[src/rtl/uart_cmd_framer.sv]
// uart_cmd_framer
//
// Assembles three consecutive bytes from a UART receiver into one 24-bit
// command. Bytes are taken whenever the receiver raises rx_rdy and consumed
// with a one-cycle clr_rx_rdy pulse. Once a full frame is held, further bytes
// are back-pressured (left pending in the receiver) until the consumer
// acknowledges with clr_cmd_rdy. A partial frame that stalls for TIMEOUT_CYC
// cycles is dropped and reported with a one-cycle frame_err pulse.
//
// Parameters:
//   TIMEOUT_CYC  inter-byte timeout in clk cycles (valid range 2..2^20-1)
//
// Ports:
//   clk          system clock, rising edge
//   rst_n        asynchronous active-low reset
//   rx_data      receiver byte, valid while rx_rdy is high
//   rx_rdy       receiver byte-ready level, held until clr_rx_rdy
//   clr_rx_rdy   one-cycle pulse consuming the current receiver byte
//   cmd          assembled command, first byte in [23:16]
//   cmd_rdy      level, cmd holds a complete frame
//   clr_cmd_rdy  consumer acknowledge, only honoured while a frame is held
//   frame_err    one-cycle pulse, partial frame dropped on timeout

module uart_cmd_framer #(
    parameter logic [19:0] TIMEOUT_CYC = 20'd1000000
) (
    input  logic        clk,
    input  logic        rst_n,
    input  logic [7:0]  rx_data,
    input  logic        rx_rdy,
    output logic        clr_rx_rdy,
    output logic [23:0] cmd,
    output logic        cmd_rdy,
    input  logic        clr_cmd_rdy,
    output logic        frame_err
);

    typedef enum logic [1:0] {
        StIdle,
        StGot1,
        StGot2,
        StHold
    } state_t;

    state_t      state_q;
    logic [19:0] tmo_cnt_q;
    logic        accept;
    logic        tmo_expired;

    // rx_rdy is still high during the clr_rx_rdy cycle (the receiver only
    // drops it after seeing the pulse), so that cycle must not count as a
    // fresh byte. In HOLD the byte is left pending in the receiver.
    assign accept      = rx_rdy && !clr_rx_rdy && (state_q != StHold);
    assign tmo_expired = (tmo_cnt_q == TIMEOUT_CYC - 20'd1);

    always_ff @(posedge clk or negedge rst_n) begin
        if (!rst_n) begin
            state_q    <= StIdle;
            cmd        <= 24'h000000;
            cmd_rdy    <= 1'b0;
            clr_rx_rdy <= 1'b0;
            frame_err  <= 1'b0;
            tmo_cnt_q  <= 20'd0;
        end else begin
            clr_rx_rdy <= accept;
            frame_err  <= 1'b0;

            unique case (state_q)
                StIdle: begin
                    tmo_cnt_q <= 20'd0;
                    if (accept) begin
                        cmd[23:16] <= rx_data;
                        state_q    <= StGot1;
                    end
                end

                // In the mid-frame states an accept on the expiry edge wins
                // over the timeout.
                StGot1: begin
                    if (accept) begin
                        cmd[15:8] <= rx_data;
                        tmo_cnt_q <= 20'd0;
                        state_q   <= StGot2;
                    end else if (tmo_expired) begin
                        tmo_cnt_q <= 20'd0;
                        frame_err <= 1'b1;
                        state_q   <= StIdle;
                    end else begin
                        tmo_cnt_q <= tmo_cnt_q + 20'd1;
                    end
                end

                StGot2: begin
                    if (accept) begin
                        cmd[7:0]  <= rx_data;
                        cmd_rdy   <= 1'b1;
                        tmo_cnt_q <= 20'd0;
                        state_q   <= StHold;
                    end else if (tmo_expired) begin
                        tmo_cnt_q <= 20'd0;
                        frame_err <= 1'b1;
                        state_q   <= StIdle;
                    end else begin
                        tmo_cnt_q <= tmo_cnt_q + 20'd1;
                    end
                end

                // cmd is not cleared on release; the next frame overwrites
                // it byte by byte.
                StHold: begin
                    tmo_cnt_q <= 20'd0;
                    if (clr_cmd_rdy) begin
                        cmd_rdy <= 1'b0;
                        state_q <= StIdle;
                    end
                end

                default: begin
                    state_q <= StIdle;
                end
            endcase
        end
    end

endmodule

[config.mk]
export PLATFORM = sky130hd
export DESIGN_NAME = uart_cmd_framer
export DESIGN_NICKNAME = d
export VERILOG_FILES = /design/src/rtl/uart_cmd_framer.sv
export SDC_FILE = /design/constraint.sdc
export NUM_CORES = 1
export LEC_CHECK = 0
export ABC_AREA = 1
export CORE_UTILIZATION = 30
export CTS_BUF_LIST = sky130_fd_sc_hd__clkbuf_4 sky130_fd_sc_hd__clkbuf_8
export CTS_CLUSTER_DIAMETER = 120
export DETAILED_ROUTE_END_ITERATION = 6
export GPL_ROUTABILITY_DRIVEN = 0
export MAX_ROUTING_LAYER = met4
export PLACE_DENSITY = 0.61
export SLEW_MARGIN = 0
export SYNTH_ARGS = -nofsm -noshare
export SYNTH_HDL_FRONTEND = slang
export SYNTH_SLANG_ARGS = --single-unit
[constraint.sdc]
create_clock -name clk -period 3.74 [get_ports clk]
set_clock_uncertainty 0.15 [all_clocks]
set_input_delay 1.122 -clock clk [delete_from_list [all_inputs] [get_ports clk]]
set_output_delay 1.122 -clock clk [all_outputs]
set_load 0.05 [all_outputs]
==> out/metrics.yaml <==
status:
  outcome: "completed"
timing:
  relSlewSlack_pct: 57.7
  period_minus_slack_ps: 2750
  worst_pin_slew_ps: 635
  fmax_mhz: 364
  slew_viol_final: 0
  rsz0062_at_grt: "false"
  setup_violations: 0
  fin_setup_tns_ps: 0
  fin_crit_sh_pct: 73.5
  hold_viol_final: 0
critical_path:
  critPathSlowestCell: "clkdlybuf4s50_1"
  rr_startpoint: "state_q[0]"
  cp_num_buf_inv: 1
  crit_required_ps: 2470
  crit_arrival_ps: 1480
  critPathKind: "reg2out"
  cp-start-kind: "register"
  cpPeakStageDelay_ps: 810
  worstSetupEndpointType: "output pin"
  rr_endpoint: "cmd[15]"
  path_cells: "clkdlybuf4s50_1"
  cp_top_family: "buffers and inverters"
  r2r_slack_ps: 1870
  r2r_cells: 6
  cp_max_fo: 2
clocking:
  clock-sinks: 49
  cts_tree: "built"
  cts_resized: 0
  cts_setup_buffers: 0
  clockBufferDepth: 2
  clk_latency_ps: 290
  htree_num_levels: 2
  root_buffer: "clkbuf_8"
  clk_pin_slew_ps: 90
  numCtsBuffers: 5
  cts_hold_buffers: 0
placement:
  io_buffers: 38
  dp.cells: 415
  dp_hpwl_um: 3550
global_route:
  antenna_found_initial: 0
  grt-ovfl-total: 0
  grt_max_degree: 50
  grt_use_total_pct: 13.3
  grt_pass1_wl_um: 8850
  first_global_vias: 1902
power_and_ir_drop:
  power.leakage_uw: 0.00132
  vdd_drop_max_uv: 470
  powerDensity_nw_per_um2: 757
floorplan:
  dieHeight_um: 91.0
  ios: 39
  initial_utilization_pct: 30.9
  dieArea_um2: 8280
  core_area_um2: 7690
  rows: 32
  die_w_um: 91.0
route:
  viasPerCell: 4.35
  via_count: 1839
  route.detailed.drc: 0
  ant_nets: 0
  wl_per_cell_um: 11.5
  drt-total-wl_um: 4870
  first_iter_violations: 57
  dr.pass1.iters: 4
synthesis:
  synth_area_um2: 2380
  yosysWarnings: 0
  yosys.area.top_type_share_pct: 51.6
  syn_nets: 296
  avgSynthCellArea_um2: 8.55
  synth-seq-cells: 49
  ys_seq_area_share_pct: 51.6
  ys_types: 26
  yosysTopAreaCell: "dfrtp_1"
  synth_cells: 278
  yosys-top-cells-area: "dfrtp_1, nand2_1, o21ai_0"
hold_path:
  whs_endpoint: "tmo_cnt_q[0]"
  hp-class: "reg2reg"
  min_from: "tmo_cnt_q[0]"
  hold_path_depth: 1
layout:
  multi_input_area_um2: 1010
  fin_cells: 423
  syn_to_final_growth_pct: 25.4
  fin_nets: 338
  antenna_cells: 0
  fill_cells: 802
  drive_gt1_share_pct: 11.8
  seqCellArea_um2: 1230
run:
  drv_cap: 0
## layout by cell type (no fill, tap or decap), types with 2 or more instances in the layout
cell             count
a21oi_1              3
clkbuf_8             6
clkdlybuf4s50_1     37
dfrtp_1             49
ha_1                 6
inv_1               25
inv_2                6
nand2_1             74
nand2_2              2
nand3_1              7
nand3_2              2
nand4_1              4
nor2_1              32
nor2_2              13
nor2_4               3
nor3_1               4
o21ai_0             28
xnor2_1              4
xor2_1               5
## routing by layer
layer	up-vias	global-route usage [%]	wire [um]
met3	2	1.93	112
met1	863	17.8	2370
met2	23	21.7	2360
met5	-	-	0
met4	0	2.38	28
li1	951	-	-
## worst max path at each step
stage | startpoint | to | cells past startpoint
after floorplan | rx_rdy | tmo_cnt_q[0] | 6
after global placement | rx_rdy | state_q[0] | 7
after detailed placement | rx_rdy | state_q[0] | 7
after CTS | cmd[19] | cmd[19] | 1
after global routing | cmd[15] | cmd[15] | 1
final | cmd[16] | cmd[16] | 1
## cell families after synthesis
kind of cell	after synthesis	synth area share (%)
flip-flops	49	51.6
AO/OA/AOI/OAI	35	8.21
buffers and inverters	35	6.00
AND/OR/NAND/NOR	144	27.7
adder cells (fa/ha/maj)	6	3.16
XOR/XNOR	9	3.32
## metrics by stage
stage	worst slack [ps]	util (%)	hold WS (ps)	instance area [um2]	power [uW]
floorplan	1700	-	292	2380	1530
global placement	1060	37.2	309	2860	1870
detailed placement	1030	37.2	314	2860	1890
CTS	970	38.8	327	2980	2290
global route	934	38.8	362	2980	2410
finish	991	38.8	328	2980	2260
## registers in the layout (all words and copies together), names as in the netlist
name        flops
cmd_rdy         1
state_q         2
cmd            24
clr_rx_rdy      1
tmo_cnt_q      20
frame_err       1
## power breakdown
group / internal (uW) / switching [uW] / leakage (uW)
clock: 218 / 178 / 0.0000574
combinational: 337 / 758 / 0.000621
sequential: 677 / 89.6 / 0.000643
total: 1230 / 1030 / 0.00132
## cell usage after synthesis (all sizes together)
master / instances
nand2: 76
dfrtp: 49
nor2: 48
inv: 31
o21ai: 28
nand3: 10
ha: 6
xor2: 5
a21oi: 4
buf: 4
nand4: 4
nor3: 4
xnor2: 4
a21o: 1
a41oi: 1
nand3b: 1
nor3b: 1
o21a: 1
## layout make-up
| cell class | count | area share (%) |
|---|---|---|
| repair buffers | 39 | 12.8 |
| flip-flops and latches | 49 | 41.1 |
| inverters | 31 | 3.90 |
| well taps | 102 | 4.28 |
| multi-input cells | 194 | 33.8 |
| clock buffers | 6 | 2.77 |
| clock inverters | 2 | 1.26 |
(Power assumes the default switching activity.)
